--- config.mk ---
export PLATFORM = sky130hd
export DESIGN_NAME = float_stream_tx_flat
export DESIGN_NICKNAME = d
export VERILOG_FILES = /design/src/rtl/float_stream_tx_if.sv /design/src/rtl/float_stream_tx.sv /design/src/flat_wrapper.sv
export SDC_FILE = /design/constraint.sdc
export NUM_CORES = 2
export LEC_CHECK = 0
export ABC_AREA = 1
export BUFFER_PORTS_ARGS = -buffer_cell sky130_fd_sc_hd__buf_2
export CORE_MARGIN = 2
export CORE_UTILIZATION = 56
export DETAILED_ROUTE_END_ITERATION = 10
export PLACE_DENSITY_LB_ADDON = 0.05
export SYNTH_ARGS = -nofsm -noshare
export SYNTH_HDL_FRONTEND = slang
export SYNTH_SLANG_ARGS = --single-unit
--- constraint.sdc ---
create_clock -name clk -period 13.7 [get_ports clk]
set_input_delay 0.685 -clock clk [delete_from_list [all_inputs] [get_ports clk]]
set_output_delay 0.685 -clock clk [all_outputs]
set_load 0.1 [all_outputs]
--- src/rtl/float_stream_tx_if.sv ---
// float_stream_tx_if: float_24_8 vld/rdy/fst stream between a producer and a stage tap/data input
interface float_stream_tx_if;
  logic [31:0] tap_out;
  logic        tap_out_fst;
  logic        tap_out_vld;
  logic        tap_out_rdy;
  modport master (output tap_out, output tap_out_fst, output tap_out_vld, input tap_out_rdy);
  modport slave  (input tap_out, input tap_out_fst, input tap_out_vld, output tap_out_rdy);
endinterface

--- src/rtl/float_stream_tx.sv ---
// float_stream_tx: replays a preloaded word buffer as repeated fst-marked frames; optional abort input under FLOAT_STREAM_TX_ABORT_EN
module float_stream_tx #(
  parameter int DEPTH = 64,
  parameter int AW    = 6
) (
  input  logic            clk,
  input  logic            reset,
  input  logic            wr_en,
  input  logic [AW-1:0]   wr_addr,
  input  logic [31:0]     wr_data,
  input  logic            start,
  input  logic [AW:0]     frame_len,
  input  logic [7:0]      repeat_cnt,
`ifdef FLOAT_STREAM_TX_ABORT_EN
  input  logic            abort,
`endif
  output logic            busy,
  output logic            done,
  float_stream_tx_if.master tap
);
  typedef enum logic [1:0] {IDLE, LOAD, RUN, DONE} state_t;
  localparam logic [AW:0] DMAX = (AW+1)'(DEPTH);
  localparam logic [AW:0] ONE  = (AW+1)'(1);
  state_t      state;
  logic [31:0] mem [DEPTH];
  logic [AW:0] len;
  logic [AW:0] rd_ptr;
  logic [7:0]  reps;
  logic [7:0]  frame_cnt;
  logic [AW:0] clamp;
  logic        ab;
`ifdef FLOAT_STREAM_TX_ABORT_EN
  assign ab = abort;
`else
  assign ab = 1'b0;
`endif
  assign clamp = frame_len > DMAX ? DMAX : frame_len;
  assign busy  = state != IDLE;
  // buffer writes are only accepted while idle so a running frame never changes
  always_ff @(posedge clk)
    if (wr_en && state == IDLE) mem[wr_addr] <= wr_data;
  // control FSM with registered stream outputs; a zero-length run holds DONE one extra cycle so done lands at start+2
  always_ff @(posedge clk) begin
    if (!reset) begin
      state           <= IDLE;
      tap.tap_out     <= '0;
      tap.tap_out_fst <= 1'b0;
      tap.tap_out_vld <= 1'b0;
      done            <= 1'b0;
      len             <= '0;
      reps            <= '0;
      rd_ptr          <= '0;
      frame_cnt       <= '0;
    end else if (ab && (state == LOAD || state == RUN)) begin
      state           <= IDLE;
      tap.tap_out_vld <= 1'b0;
      tap.tap_out_fst <= 1'b0;
    end else begin
      case (state)
        IDLE: if (start) begin
          len   <= clamp;
          reps  <= repeat_cnt;
          state <= clamp == '0 ? DONE : LOAD;
        end
        LOAD: begin
          tap.tap_out     <= mem[0];
          tap.tap_out_fst <= 1'b1;
          tap.tap_out_vld <= 1'b1;
          rd_ptr          <= ONE;
          frame_cnt       <= '0;
          state           <= RUN;
        end
        RUN: if (tap.tap_out_vld && tap.tap_out_rdy) begin
          if (rd_ptr < len) begin
            tap.tap_out     <= mem[rd_ptr[AW-1:0]];
            tap.tap_out_fst <= 1'b0;
            rd_ptr          <= rd_ptr + ONE;
          end else if (frame_cnt < reps) begin
            tap.tap_out     <= mem[0];
            tap.tap_out_fst <= 1'b1;
            rd_ptr          <= ONE;
            frame_cnt       <= frame_cnt + 8'd1;
          end else begin
            tap.tap_out_vld <= 1'b0;
            tap.tap_out_fst <= 1'b0;
            done            <= 1'b1;
            state           <= DONE;
          end
        end
        default: begin
          done  <= !done;
          state <= done ? IDLE : DONE;
        end
      endcase
    end
  end
endmodule

--- src/flat_wrapper.sv ---
// flat-port wrapper written by rule: the top's interface ports become plain ports
module float_stream_tx_flat 
#(
  parameter int DEPTH = 64,
  parameter int AW    = 6
)
  (clk, reset, wr_en, wr_addr, wr_data, start, frame_len, repeat_cnt, busy, done, tap_tap_out, tap_tap_out_fst, tap_tap_out_vld, tap_tap_out_rdy);
  float_stream_tx_if tap_i ();
  input  logic clk;
  input  logic reset;
  input  logic wr_en;
  input  logic [AW-1:0] wr_addr;
  input  logic [31:0] wr_data;
  input  logic start;
  input  logic [AW:0] frame_len;
  input  logic [7:0] repeat_cnt;
  output logic busy;
  output logic done;
  output wire logic [$bits(tap_i.tap_out)-1:0] tap_tap_out;
  output wire logic [$bits(tap_i.tap_out_fst)-1:0] tap_tap_out_fst;
  output wire logic [$bits(tap_i.tap_out_vld)-1:0] tap_tap_out_vld;
  input wire logic [$bits(tap_i.tap_out_rdy)-1:0] tap_tap_out_rdy;
  assign tap_tap_out = tap_i.tap_out;
  assign tap_tap_out_fst = tap_i.tap_out_fst;
  assign tap_tap_out_vld = tap_i.tap_out_vld;
  assign tap_i.tap_out_rdy = tap_tap_out_rdy;
  float_stream_tx #(.DEPTH(DEPTH), .AW(AW)) u_core (.clk(clk), .reset(reset), .wr_en(wr_en), .wr_addr(wr_addr), .wr_data(wr_data), .start(start), .frame_len(frame_len), .repeat_cnt(repeat_cnt), .busy(busy), .done(done), .tap(tap_i));
endmodule
==> qor.csv <==
metric,value,unit
most frequent cells after synthesis,"nand2_1 (2274), edfxtp_1 (2048), nand3_1 (2007)",
RD Place Congestion,0.8483,
CP Capture Type,flip-flop,
sequential share of power,0.413,
CTS Buffer Depth,3,
core area,151900,sq um
Avg Vias per Cell,6.045,
share of post-route cells with drive strength above 1,0.07803,
Switching Share,0.3488,
MaxCap Viol Count,0,
Worst-Margin Slew,1.332,ns
yosys warns,0,
type of the worst setup path,flip-flop to flip-flop,
postcts setup bufs,0,
GRT Overall Usage,0.3201,
final period utilization,0.3608,
Setup crit start kind,flip-flop,
die outline area,156200,sq um
Max Freq,202.3,MHz
Synth top area share,0.7174,
Critical Path AT,5.65,ns
DR iter-0 viols,7266,
Pint,11.60,mW
most frequent cell after synthesis,nand2_1,
ANT nets after route,0,
IO Pins,94,
Synthesized Nets,7331,
RSZ-0062 raised after global routing,false,
Post-CTS Hold Buffers,0,
Setup TNS Final,0,ns
VDD IR-drop max,0.1947,mV
largest net degree at the start of global routing,245,
synthesized area,85720,sq um
# setup viols final,0,
Sinks on Clock Net,2121,
largest cells by area after synthesis,"edfxtp_1 (72%), nand3_1 (12%), nand2_1 (10%)",
"Hold Violations, Final",0,
Hold Crit Class,input port to flip-flop,
Clock Skew,0.02879,ns
Synth area leader,edfxtp_1,
via count,57012,
Die Wd,395.3,microns
register bit total from synthesis,2121,
post-DR wirelength/cell,26.59,microns
Gate power share,0.278,
vias in the first global route,54272,
post-layout min period,4.944,ns
initial antenna violation count,12,
initial core utilization,0.5643,
Pre-Repair DR Iteration Count,7,
CTS HTree Levels,4,
Layout fillers,11782,
"Top FF cell, synth",edfxtp_1,
"critical path fanouts, max",68,
Mapped Avg Cell Area,11.82,sq um
final net count,7298,
Synth async-reset ratio,0,
Area Growth Syn to Fin,10.26,%
clock latency on the worst-skew pair,0.83,ns
Core Rows,143,
Leak,33.21,nW
Power Dens Cells,188.5,nW/um^2
first-pass GRT wire length,366200,microns
CTS tree,yes,
Rel. slew slack,0.1120,
status,"finished, final reports clean",
PortBufs,93,
final WL,250700,microns
CTS buffer count,209,
worst-case hold slack,0.1270,ns
die height,395.3,microns
Gate Count Post-Synth,7254,
"Reg clk slew, reported paths",0.06,ns
sequential fraction of the synthesis area,0.7345,
Required @ worst endpoint,14.40,ns
"EDFF count, synth",2048,
Detail Placement HPWL,123400,microns
DRC violations left,0,
number of gates resized after cts,0,
switching power,6.213,mW
gr ovfl total,0,
clock power share,0.309,
synth unique cells,27,
Max Slew Vio Count,0,
CTS root buf,clkbuf_16,
metal layers:
layer | GRT usage | vias to the layer above | wire length (microns)
met3 | 0.05071 | 464 | 22560
met5 | 0 | - | 69
li1 | - | 25635 | -
met2 | 0.5141 | 2791 | 118900
met4 | 0.1185 | 10 | 9552
met1 | 0.4451 | 28112 | 99640
cells by family after synthesis:
family                   synth area share
AO/OA/AOI/OAI                    0.005751
XOR/XNOR                        0.0009196
adder cells (fa/ha/maj)          0.002773
buffers and inverters             0.03242
flip-flops                         0.7345
AND/OR/NAND/NOR                    0.2237
state kept, by name (all words and copies together), names as in the netlist, named ones only:
signal                  cells
u_core.mem               2048
u_core.frame_cnt            8
u_core.state                2
u_core.tap.tap_out_fst      1
u_core.len                  7
u_core.tap.tap_out_vld      1
u_core.tap.tap_out         32
u_core.done                 1
u_core.reps                 8
u_core.rd_ptr               7
area by class of cell:
cell class,count,area (sq um),share of cell area
Inverter,112,457.9,0.004845
Tap cell,2030,2540,0.02687
Clock buffer,289,5749,0.06083
Clock inverter,96,738.2,0.007810
Timing Repair Buffer,226,1564,0.01655
Antenna cell,6,15.01,0.0001588
Multi-Input combinational cell,4551,20480,0.2166
Sequential cell,2121,62980,0.6663
final timing paths:
check | start | endpoint | slack [ns] | cells after the start
setup reg to reg | flip-flop | u_core.tap.tap_out[27]$_SDFFE_PN0P_ | 8.76 | 11
hold / removal | frame_len[2] | u_core.len[2]$_SDFFE_PN0P_ | 0.13 | 3
setup / recovery | flip-flop | u_core.tap.tap_out[27]$_SDFFE_PN0P_ | 8.76 | 11
hold reg to reg | u_core.reps[6]$_SDFFE_PN0P_ | u_core.reps[6]$_SDFFE_PN0P_ | 0.46 | 2
critical path: stages (launching register included):
cell and delay, ns:
dfxtp_4 0.65, buf_4 0.86, buf_4 0.74, buf_4 0.83, buf_4 0.57, nand3_1 0.15, nand3_1 0.11, nand3_1 0.08
nand3_1 0.12, nand3_1 0.20, nand3_1 0.18, a21oi_1 0.07
stage by stage:
| step | total power, mW | worst slack (ns) | instances | cell area (sq um) | utilization |
|---|---|---|---|---|---|
| 2_1_floorplan | 11.08 | 9.108 | 7254 | 85720 | - |
| 3_3_place_gp | 12.37 | 8.929 | 9040 | 88020 | 0.5794 |
| 3_5_place_dp | 12.41 | 8.936 | 9040 | 88020 | 0.5794 |
| 4_1_cts | 17.84 | 8.908 | 9425 | 94510 | 0.6221 |
| 5_1_grt | 18.60 | 8.645 | 9429 | 94520 | 0.6222 |
| 6_report | 17.81 | 8.756 | 9431 | 94520 | 0.6222 |
power groups by stage:
| stage | clock network [mW] | registers (mW) | logic [mW] |
|---|---|---|---|
| 2_1_floorplan | 0 | 7.75 | 3.32 |
| 3_3_place_gp | 0 | 7.50 | 4.87 |
| 3_5_place_dp | 0 | 7.50 | 4.91 |
| 4_1_cts | 5.55 | 7.36 | 4.93 |
| 5_1_grt | 5.80 | 7.36 | 5.43 |
| 6_report | 5.50 | 7.36 | 4.95 |
cells in the final DEF, fill, tap and decap left out:
cell,n
a211oi_1,1
buf_4,125
clkbuf_16,216
nor2_4,63
clkinv_2,31
clkinv_8,1
o21ai_0,15
clkinvlp_4,5
inv_8,2
dfxtp_1,67
inv_16,1
diode_2,6
buf_2,93
clkinv_1,47
a21o_1,2
nand4_1,9
xor2_1,6
nor4_2,1
clkbuf_1,66
nor2_1,62
nand3_2,1
nor3b_1,2
inv_1,105
dfxtp_2,1
buf_12,8
a21oi_1,76
nor4_1,2
clkbuf_8,7
nand3_1,2006
nor3_1,7
inv_6,4
edfxtp_1,2048
dfxtp_4,5
nand2_4,1
xnor2_1,3
ha_1,19
bufinv_16,11
nand2_1,2273
clkinv_4,1
o21a_1,2
Power figures use the tool's default switching activity.
